### config.mk
export PLATFORM = sky130hd
export DESIGN_NAME = game_sprite_scheduler
export DESIGN_NICKNAME = d
export VERILOG_FILES = /design/src/rtl/game_sprite_scheduler_pkg.sv /design/src/rtl/game_lfsr.sv /design/src/rtl/game_sprite_scheduler.sv
export SDC_FILE = /design/constraint.sdc
export NUM_CORES = 1
export LEC_CHECK = 0
export CAP_MARGIN = 5
export CORE_MARGIN = 8
export CORE_UTILIZATION = 32
export DETAILED_ROUTE_END_ITERATION = 10
export GPL_TIMING_DRIVEN = 1
export PLACE_DENSITY_LB_ADDON = 0.12
export SLEW_MARGIN = 0
export SYNTH_ARGS = -nofsm -noshare
export SYNTH_HDL_FRONTEND = slang
export SYNTH_SLANG_ARGS = --single-unit
export TNS_END_PERCENT = 20
### constraint.sdc
create_clock -name clk -period 3.4 [get_ports clk]
set_clock_uncertainty 0.2 [all_clocks]
set_input_delay 0.68 -clock clk [delete_from_list [all_inputs] [get_ports clk]]
set_output_delay 0.68 -clock clk [all_outputs]
set_load 0.03 [all_outputs]
### src/rtl/game_sprite_scheduler_pkg.sv
// Shared encodings and constants for the sprite scheduler and the game FSM.
package game_sprite_scheduler_pkg;

    // Scheduler states; the numeric values are visible to the game FSM and to debug.
    typedef enum logic [2:0] {
        ST_IDLE = 3'd0,
        ST_LOAD = 3'd1,
        ST_SETV = 3'd2,
        ST_RUN  = 3'd3,
        ST_WAIT = 3'd4
    } sched_state_e;

    // 16-bit Fibonacci LFSR, taps 16,14,13,11 expressed as a mask on bits 15,13,12,10.
    localparam int unsigned LFSR_WIDTH = 16;
    localparam logic [15:0] LFSR_TAPS  = 16'hB400;

    // Launch counter width; it wraps naturally at 255 -> 0.
    localparam int unsigned LAUNCH_COUNT_WIDTH = 8;

    // Bits needed for a counter holding 0..n-1, never less than one bit.
    function automatic int cnt_width(input int n);
        return (n > 1) ? $clog2(n) : 1;
    endfunction

endpackage

### src/rtl/game_lfsr.sv
// Free-running Fibonacci LFSR shifting left, feedback is the XOR of the tapped bits.
module game_lfsr #(
    parameter int unsigned            WIDTH     = 16,
    parameter int unsigned            OUT_WIDTH = 16,
    parameter logic [WIDTH-1:0]       SEED      = '1,
    parameter logic [WIDTH-1:0]       TAPS      = WIDTH'(16'hB400)
) (
    input  logic                 clk,
    input  logic                 rst,
    input  logic                 enable,
    output logic [OUT_WIDTH-1:0] value
);

    logic [WIDTH-1:0] lfsr_q;
    logic [WIDTH-1:0] lfsr_d;

    // Next LFSR value: shift in the parity of the tapped bits when enabled.
    always_comb begin
        lfsr_d = lfsr_q;
        if (enable) begin
            lfsr_d = {lfsr_q[WIDTH-2:0], ^(lfsr_q & TAPS)};
        end
    end

    // LFSR register, restarts from the seed on reset.
    always_ff @(posedge clk or posedge rst) begin
        if (rst) begin
            lfsr_q <= SEED;
        end else begin
            lfsr_q <= lfsr_d;
        end
    end

    // Only the low bits are consumed by the scheduler.
    assign value = lfsr_q[OUT_WIDTH-1:0];

endmodule

### src/rtl/game_sprite_scheduler.sv
// Sequences one sprite: launch at a pseudo-random X, load speed, pace moves to the
// frame tick, detect exit/collision and relaunch after a frame delay.
//
// Interface: sprite_write_xy, sprite_write_dxy and sprite_enable_update are single-cycle
// strobes with no ready/backpressure; the sprite must accept them in the cycle they are
// high, and at most one of them is high in any cycle. Data outputs hold between strobes.
module game_sprite_scheduler
    import game_sprite_scheduler_pkg::*;
#(
    parameter int unsigned          X_WIDTH         = 10,
    parameter int unsigned          Y_WIDTH         = 10,
    parameter int unsigned          DX_WIDTH        = 2,
    parameter int unsigned          DY_WIDTH        = 2,
    parameter logic [X_WIDTH-1:0]   START_X_MASK    = 10'h1ff,
    parameter logic [Y_WIDTH-1:0]   START_Y         = '0,
    parameter logic [DX_WIDTH-1:0]  DX_RIGHT        = 2'b01,
    parameter logic [DX_WIDTH-1:0]  DX_LEFT         = 2'b11,
    parameter logic [DY_WIDTH-1:0]  START_DY        = 2'b01,
    parameter int unsigned          UPDATE_DIV      = 2,
    parameter int unsigned          RELAUNCH_FRAMES = 30,
    parameter logic [15:0]          LFSR_SEED       = 16'hACE1
) (
    input  logic                          clk,
    input  logic                          reset,
    input  logic                          launch,
    input  logic                          stop,
    input  logic                          auto_relaunch,
    input  logic                          frame_tick,
    input  logic                          sprite_within_screen,
    input  logic                          collision,
    output logic                          sprite_write_xy,
    output logic                          sprite_write_dxy,
    output logic [X_WIDTH-1:0]            sprite_write_x,
    output logic [Y_WIDTH-1:0]            sprite_write_y,
    output logic [DX_WIDTH-1:0]           sprite_write_dx,
    output logic [DY_WIDTH-1:0]           sprite_write_dy,
    output logic                          sprite_enable_update,
    output logic                          active,
    output logic [LAUNCH_COUNT_WIDTH-1:0] launch_count,
    output logic [2:0]                    dbg_state
);

    localparam int DIV_W = cnt_width(int'(UPDATE_DIV));
    localparam int DLY_W = cnt_width(int'(RELAUNCH_FRAMES) + 1);
    localparam logic [DIV_W-1:0] DIV_LAST = DIV_W'(UPDATE_DIV - 1);
    localparam logic [DLY_W-1:0] DLY_LOAD = DLY_W'(RELAUNCH_FRAMES);
    localparam logic [DLY_W-1:0] DLY_ONE  = DLY_W'(1);

    sched_state_e                  state_q, state_d;
    logic [DIV_W-1:0]              div_q, div_d;
    logic [DLY_W-1:0]              delay_q, delay_d;
    logic                          moved_q, moved_d;
    logic                          update_fire;

    logic                          write_xy_q, write_xy_d;
    logic                          write_dxy_q, write_dxy_d;
    logic                          enable_update_q, enable_update_d;
    logic                          active_q, active_d;
    logic [X_WIDTH-1:0]            write_x_q, write_x_d;
    logic [Y_WIDTH-1:0]            write_y_q, write_y_d;
    logic [DX_WIDTH-1:0]           write_dx_q, write_dx_d;
    logic [DY_WIDTH-1:0]           write_dy_q, write_dy_d;
    logic [LAUNCH_COUNT_WIDTH-1:0] launch_count_q, launch_count_d;

    logic [X_WIDTH-1:0]            lfsr_value;

    game_lfsr #(
        .WIDTH     (LFSR_WIDTH),
        .OUT_WIDTH (X_WIDTH),
        .SEED      (LFSR_SEED),
        .TAPS      (LFSR_TAPS)
    ) u_lfsr (
        .clk    (clk),
        .rst    (reset),
        .enable (1'b1),
        .value  (lfsr_value)
    );

    // Next state plus divider, relaunch delay and moved flag; stop overrides everything.
    always_comb begin
        state_d     = state_q;
        div_d       = div_q;
        delay_d     = delay_q;
        moved_d     = moved_q;
        update_fire = 1'b0;

        case (state_q)
            ST_IDLE: begin
                if (launch) begin
                    state_d = ST_LOAD;
                end
            end
            ST_LOAD: begin
                state_d = ST_SETV;
            end
            ST_SETV: begin
                div_d   = '0;
                moved_d = 1'b0;
                state_d = ST_RUN;
            end
            ST_RUN: begin
                if (frame_tick) begin
                    if (div_q == DIV_LAST) begin
                        div_d       = '0;
                        update_fire = 1'b1;
                        moved_d     = 1'b1;
                    end else begin
                        div_d = div_q + 1'b1;
                    end
                end
                // Exit is only trusted once the sprite has moved at least once.
                if (collision || (!sprite_within_screen && moved_q)) begin
                    state_d = ST_WAIT;
                    delay_d = DLY_LOAD;
                end
            end
            ST_WAIT: begin
                if (frame_tick) begin
                    if (delay_q <= DLY_ONE) begin
                        delay_d = '0;
                        state_d = auto_relaunch ? ST_LOAD : ST_IDLE;
                    end else begin
                        delay_d = delay_q - DLY_ONE;
                    end
                end
            end
            default: begin
                state_d = ST_IDLE;
            end
        endcase

        if (stop) begin
            state_d     = ST_IDLE;
            update_fire = 1'b0;
        end
    end

    // Registered outputs derived from the state being entered, so they line up with it.
    always_comb begin
        write_xy_d      = (state_d == ST_LOAD);
        write_dxy_d     = (state_d == ST_SETV);
        enable_update_d = update_fire && (state_d == ST_RUN);
        active_d        = (state_d == ST_LOAD) || (state_d == ST_SETV) || (state_d == ST_RUN);
        write_x_d       = write_x_q;
        write_y_d       = write_y_q;
        write_dx_d      = write_dx_q;
        write_dy_d      = write_dy_q;
        launch_count_d  = launch_count_q;

        if (state_d == ST_LOAD) begin
            write_x_d      = lfsr_value & START_X_MASK;
            write_y_d      = START_Y;
            launch_count_d = launch_count_q + 1'b1;
        end
        if (state_d == ST_SETV) begin
            write_dx_d = lfsr_value[0] ? DX_RIGHT : DX_LEFT;
            write_dy_d = START_DY;
        end
    end

    // FSM state, counters and output registers.
    always_ff @(posedge clk or posedge reset) begin
        if (reset) begin
            state_q         <= ST_IDLE;
            div_q           <= '0;
            delay_q         <= '0;
            moved_q         <= 1'b0;
            write_xy_q      <= 1'b0;
            write_dxy_q     <= 1'b0;
            enable_update_q <= 1'b0;
            active_q        <= 1'b0;
            write_x_q       <= '0;
            write_y_q       <= '0;
            write_dx_q      <= '0;
            write_dy_q      <= '0;
            launch_count_q  <= '0;
        end else begin
            state_q         <= state_d;
            div_q           <= div_d;
            delay_q         <= delay_d;
            moved_q         <= moved_d;
            write_xy_q      <= write_xy_d;
            write_dxy_q     <= write_dxy_d;
            enable_update_q <= enable_update_d;
            active_q        <= active_d;
            write_x_q       <= write_x_d;
            write_y_q       <= write_y_d;
            write_dx_q      <= write_dx_d;
            write_dy_q      <= write_dy_d;
            launch_count_q  <= launch_count_d;
        end
    end

    assign sprite_write_xy      = write_xy_q;
    assign sprite_write_dxy     = write_dxy_q;
    assign sprite_enable_update = enable_update_q;
    assign sprite_write_x       = write_x_q;
    assign sprite_write_y       = write_y_q;
    assign sprite_write_dx      = write_dx_q;
    assign sprite_write_dy      = write_dy_q;
    assign active               = active_q;
    assign launch_count         = launch_count_q;
    assign dbg_state            = state_q;

endmodule
# Word-level counts from Yosys, hierarchy flattened
# Cells that the tools add are included.
[totals]
input_bits = 8
wordCells = 63
reg_bits = 50
[op_classes]
eq_ne = 11
add_sub_neg = 3
n_reduce_logical = 13
muxes = 22
n_lt_le_gt_ge = 1
[op_table]
columns = ["cell", "count"]
rows = [
  ["XOR reduction 16 bit", 1],
  ["two-way mux 3 bit", 5],
  ["two-way mux 5 bit", 3],
  ["one-hot mux 3 bit (5 select lines)", 1],
  ["== test 3 x 2 -> 1 bit, second input constant", 4],
  ["one-hot mux 5 bit (2 select lines)", 1],
  ["two-way mux 1 bit", 9],
  ["adder 8 x 1 -> 8 bit, second input constant", 1],
  ["inequality test 2 bit, second input constant", 4],
  ["== test 3 x 1 -> 1 bit, second input constant", 2],
  ["AND reduction 3 bit", 2],
  ["less-or-equal comparator 5 x 1 -> 1 bit, second input constant", 1],
  ["subtractor 5 x 1 -> 5 bit, second input constant", 1],
  ["one-hot mux 1 bit (2 select lines)", 2],
  ["nonzero test 2 bit", 2],
  ["== test 3 bit, second input constant", 1],
  ["zero test 3 bit", 1],
  ["logical OR 1 bit", 3],
  ["logical AND 1 bit", 2],
  ["two-way mux 2 bit", 1],
  ["AND reduction 2 bit", 1],
  ["adder 1 bit, second input constant", 1],
  ["zero test 1 bit", 1],
]

# Logic depth before layout (Yosys ltp)
[depth]
depth_word = 9
ltp_mapped = 8
mapped_depth_nobuf = 6

# Modules after synthesis
# From an unflattened synthesis, not the netlist that was laid out.
[unflattened]
hier_cells = 182
area_unflattened_um2 = 2324.7
[by_module_without_submodules]
columns = ["mod", "area_each_um2", "n_inst", "cells_per_inst"]
rows = [
  ["game_sprite_scheduler", 1570.3, 1, 133],
  ["game_lfsr", 754.5, 1, 49],
]

# Worst setup path before layout
# OpenSTA, ideal clock, no wires.
[synth_path]
path_kind = "register to register"
from = "register state_q[1] (netlist: dbg_state[1])"
to = "register write_x_q[0] (netlist: sprite_write_x[0])"
setup_ns = 0.125
setup_slack_ns = 1.071
synth_period_minus_slack_ns = 2.329
stages_incl_launch_ff = 6
required_ns = 3.075
arrival_time_ns = 2.004
n_path_buf = 1
cell_sequence = "dfrtp_1 and4bb_4 a311oi_4 or3_4 buf_8 mux2_4"
[synth_via]
elab_chain_len = 5
[synth_rtl]
columns = ["item", "line_no", "rtl"]
rows = [
  ["from (decl)", "game_sprite_scheduler.sv:49", "sched_state_e state_q, state_d;"],
  ["from (signal assigned)", "game_sprite_scheduler.sv:178", "state_q <= state_d;"],
  ["two-way mux 3 bit", "game_sprite_scheduler.sv:119", "if (delay_q <= DLY_ONE) begin"],
  ["two-way mux 3 bit", "game_sprite_scheduler.sv:118", "if (frame_tick) begin"],
  ["one-hot mux 3 bit (5 select lines) (*)", "game_sprite_scheduler.sv:87", "case (state_q)"],
  ["two-way mux 3 bit (*)", "game_sprite_scheduler.sv:132", "if (stop) begin"],
  ["== test 3 x 1 -> 1 bit (*)", "game_sprite_scheduler.sv:150", "if (state_d == ST_LOAD) begin"],
  ["to (signal assigned)", "game_sprite_scheduler.sv:186", "write_x_q <= write_x_d;"],
  ["to (decl)", "game_sprite_scheduler.sv:59", "logic [X_WIDTH-1:0] write_x_q, write_x_d;"],
]
# Mark *: on every way between the ends. The rest lies on a longest branch, timed or not.
# A chain may end at the register's enable or synchronous reset.

# Final worst setup path
[layout_path]
from = "input port frame_tick"
to = "register write_x_q[0] (netlist: sprite_write_x[0])"
[layout_via]
elab_chain_len = 4
[layout_rtl]
columns = ["item", "line_no", "rtl"]
rows = [
  ["from (decl)", "game_sprite_scheduler.sv:28", "input logic frame_tick,"],
  ["two-way mux 3 bit", "game_sprite_scheduler.sv:118", ""],
  ["one-hot mux 3 bit (5 select lines)", "game_sprite_scheduler.sv:87", ""],
  ["two-way mux 3 bit", "game_sprite_scheduler.sv:132", ""],
  ["== test 3 x 1 -> 1 bit", "game_sprite_scheduler.sv:150", ""],
]
# Every way passes these cells.

==> results by group <==
Synthesis
  • Synth Cell Area: 2090 um2
  • Unique masters post-synth: 41
  • FFs w/ async S/R, synth: 100%
  • Yosys warnings: 0
  • Cell taking the most area after synthesis: dfrtp_1
  • Synth top area cells: dfrtp_1, dfstp_2, mux2_4, buf_4, xor2_1
  • Mean post-synth cell area: 12.9 um2
  • EDFF count, synth: 0
  • Post-Synthesis Cells: 162
  • Synth top area share: 49.1%
  • Post-synthesis sequential area ratio: 59.2%
  • Yosys reg bits: 49
  • Synth Flop Type: dfrtp_1

Route
  • Via count: 1231
  • Drc violations: 0
  • DRT antenna net count: 0
  • Vias per inst: 4.43
  • DRT Wirelength: 3.88 mm
  • DR iter-0 viols: 39
  • Avg WL per Cell: 14.0 um
  • TritonRoute pass-1 iters: 4

Clocking
  • Clock Latency Late Sink: 290 ps
  • CTS Sinks: 49
  • Root Driver: clkbuf_8
  • Post-CTS Setup Bufs: 0
  • Post-cts resize count: 0
  • Clock slew at reported path FFs: 90 ps
  • Max H-tree Level: 2
  • CTS tree: done
  • Cts hold-fix bufs: 0
  • Clk buf depth: 2
  • CTS buffer count: 5

Placed design
  • DP Wirelength: 2.88 mm
  • Post-place setup slack: 526 ps
  • I/O Buffers: 34
  • Inst Count DP: 270
  • DP Area: 2450 um2
  • GPL Wtd Cong: 0.764

Global route
  • Largest net degree at the start of global routing: 33
  • Total grt overflow: 0
  • Global-route wire length before repair: 6.81 mm
  • Vias in the first global route: 1354
  • Global-route usage over all layers: 8.80%
  • Antenna violations before repair: 0

Timing
  • Setup total negative slack: 0 ps
  • F_max: 0.390 GHz
  • Fin crit share: 75.5%
  • Fin. Hold Viols: 0
  • Hold Slack: 165 ps
  • Fin crit period: 2570 ps
  • Fin worst setup slack: 834 ps
  • RSZ-0062 raised after global routing: false
  • Final setup fails: 0
  • Pins Over Slew Limit: 0

Worst setup path
  • Crit path kind: in2reg
  • CP Capture Type: flip-flop
  • R2R Setup Slk: 1140 ps
  • Startpoint Class: primary input
  • CP Max Fanout: 12
  • Worst path required time: 3380 ps
  • FF-to-FF End: launch_count[1]
  • WP data arrival: 2550 ps
  • R2R Path Start: delay_q[0]
  • Cells on worst reg2reg path: 5

Finish
  • Most frequent cells in the layout: dfrtp_1, clkdlybuf4s50_1, conb_1
  • Fin nets: 211
  • Layout fillers: 609
  • Final instance area: 2590 um2
  • Final Util: 40.8%
  • Commonest non-fill, non-tap cell in the layout: dfrtp_1
  • Diodes inserted: 0
  • Final cell count without fillers: 278
  • Area grow syn2layout: 23.9%
  • Share of cells above drive strength 1: 18.9%

Min path
  • HP Start: u_lfsr.lfsr_q[14]
  • Hold depth: 0
  • Hold Path Sink: u_lfsr.lfsr_q[15]
  • Hold Path Class: reg2reg

Power
  • VDD IR max: 0.324 mV
  • Total chip power: 1.54 mW
  • Leakage: 1.21 nW
  • PwrDens: 593 nW/um2

Floorplan
  • Die height: 96.8 um
  • Core area: 6350 um2
  • Num rows: 29
  • Initial Util: 32.9%
  • I/O pin total: 47
  • Die area: 9370 um2
  • Die Wd: 96.8 um

Job
  • Max cap viols: 0

Run status
  • Outcome: completed
## kinds of logic (layout without fill, tap and decap cells)
family | Yosys count | count (layout) | synth area share, %
adder cells (fa/ha/maj) | 3 | 3 | 1.80
multiplexers | 12 | 12 | 7.78
AND/OR/NAND/NOR | 45 | 45 | 12.8
AO/OA/AOI/OAI | 18 | 18 | 6.53
XOR/XNOR | 10 | 10 | 4.19
other | 1 | 12 | 0.179
buffers and inverters | 24 | 52 | 7.54
flip-flops | 49 | 49 | 59.2
## power breakdown
| group | switching (mW) | total (mW) | internal, mW |
|---|---|---|---|
| clock | 0.186 | 0.478 | 0.292 |
| combinational | 0.200 | 0.345 | 0.145 |
| sequential | 0.0688 | 0.712 | 0.643 |
## worst max-delay path, stage by stage
cell	delay, ps
clkdlybuf4s50_1	590
and4bb_4	310
a311oi_4	120
or3_4	520
mux2_4	330
## worst max-delay path by stage
stage,start,endpoint,slack (ps)
floorplan,dbg_state[1],sprite_write_x[0],1070
global placement,frame_tick,sprite_write_x[6],540
detailed placement,frame_tick,sprite_write_x[5],530
CTS,frame_tick,sprite_write_x[0],840
global route,frame_tick,sprite_write_x[0],800
finish,frame_tick,sprite_write_x[0],830
## layer usage
| metal | track usage [%] | share of wire [%] | up-vias |
|---|---|---|---|
| li1 | - | - | 597 |
| met3 | 3.91 | 7.7 | 5 |
| met1 | 10.7 | 45 | 594 |
| met4 | 2.84 | 1.1 | 0 |
| met2 | 13.5 | 46 | 35 |
| met5 | 0 | 0 | - |
## synthesized netlist by cell type, drive strengths merged (2+ instances only)
master / count
a21oi: 4
buf: 15
dfrtp: 41
dfstp: 8
ha: 3
inv: 8
mux2: 10
mux2i: 2
nand2: 9
nand2b: 3
nand3: 3
nand3b: 2
nand4: 2
nor2: 8
nor3: 5
nor4: 5
o21ai: 6
o31ai: 4
xnor2: 3
xor2: 7
## layout make-up
type                    instances  area, um2  area share (%)
well taps                      77       96.3            3.72
multi-input cells             100        737            28.5
inverters                       8       30.0            1.16
repair buffers                 36        355            13.7
clock buffers                   5       68.8            2.66
clock inverters                 3       65.1            2.51
flip-flops and latches         49       1240            47.8
## state kept, by name (all words and copies together) (netlist names)
name                  count
launch_count              8
sprite_write_x            9
div_q                     1
sprite_write_xy           1
sprite_write_dx           2
sprite_enable_update      1
moved_q                   1
active                    1
dbg_state                 3
sprite_write_dxy          1
delay_q                   5
u_lfsr.lfsr_q            16
Note: power is estimated with default switching activity, not from simulation.
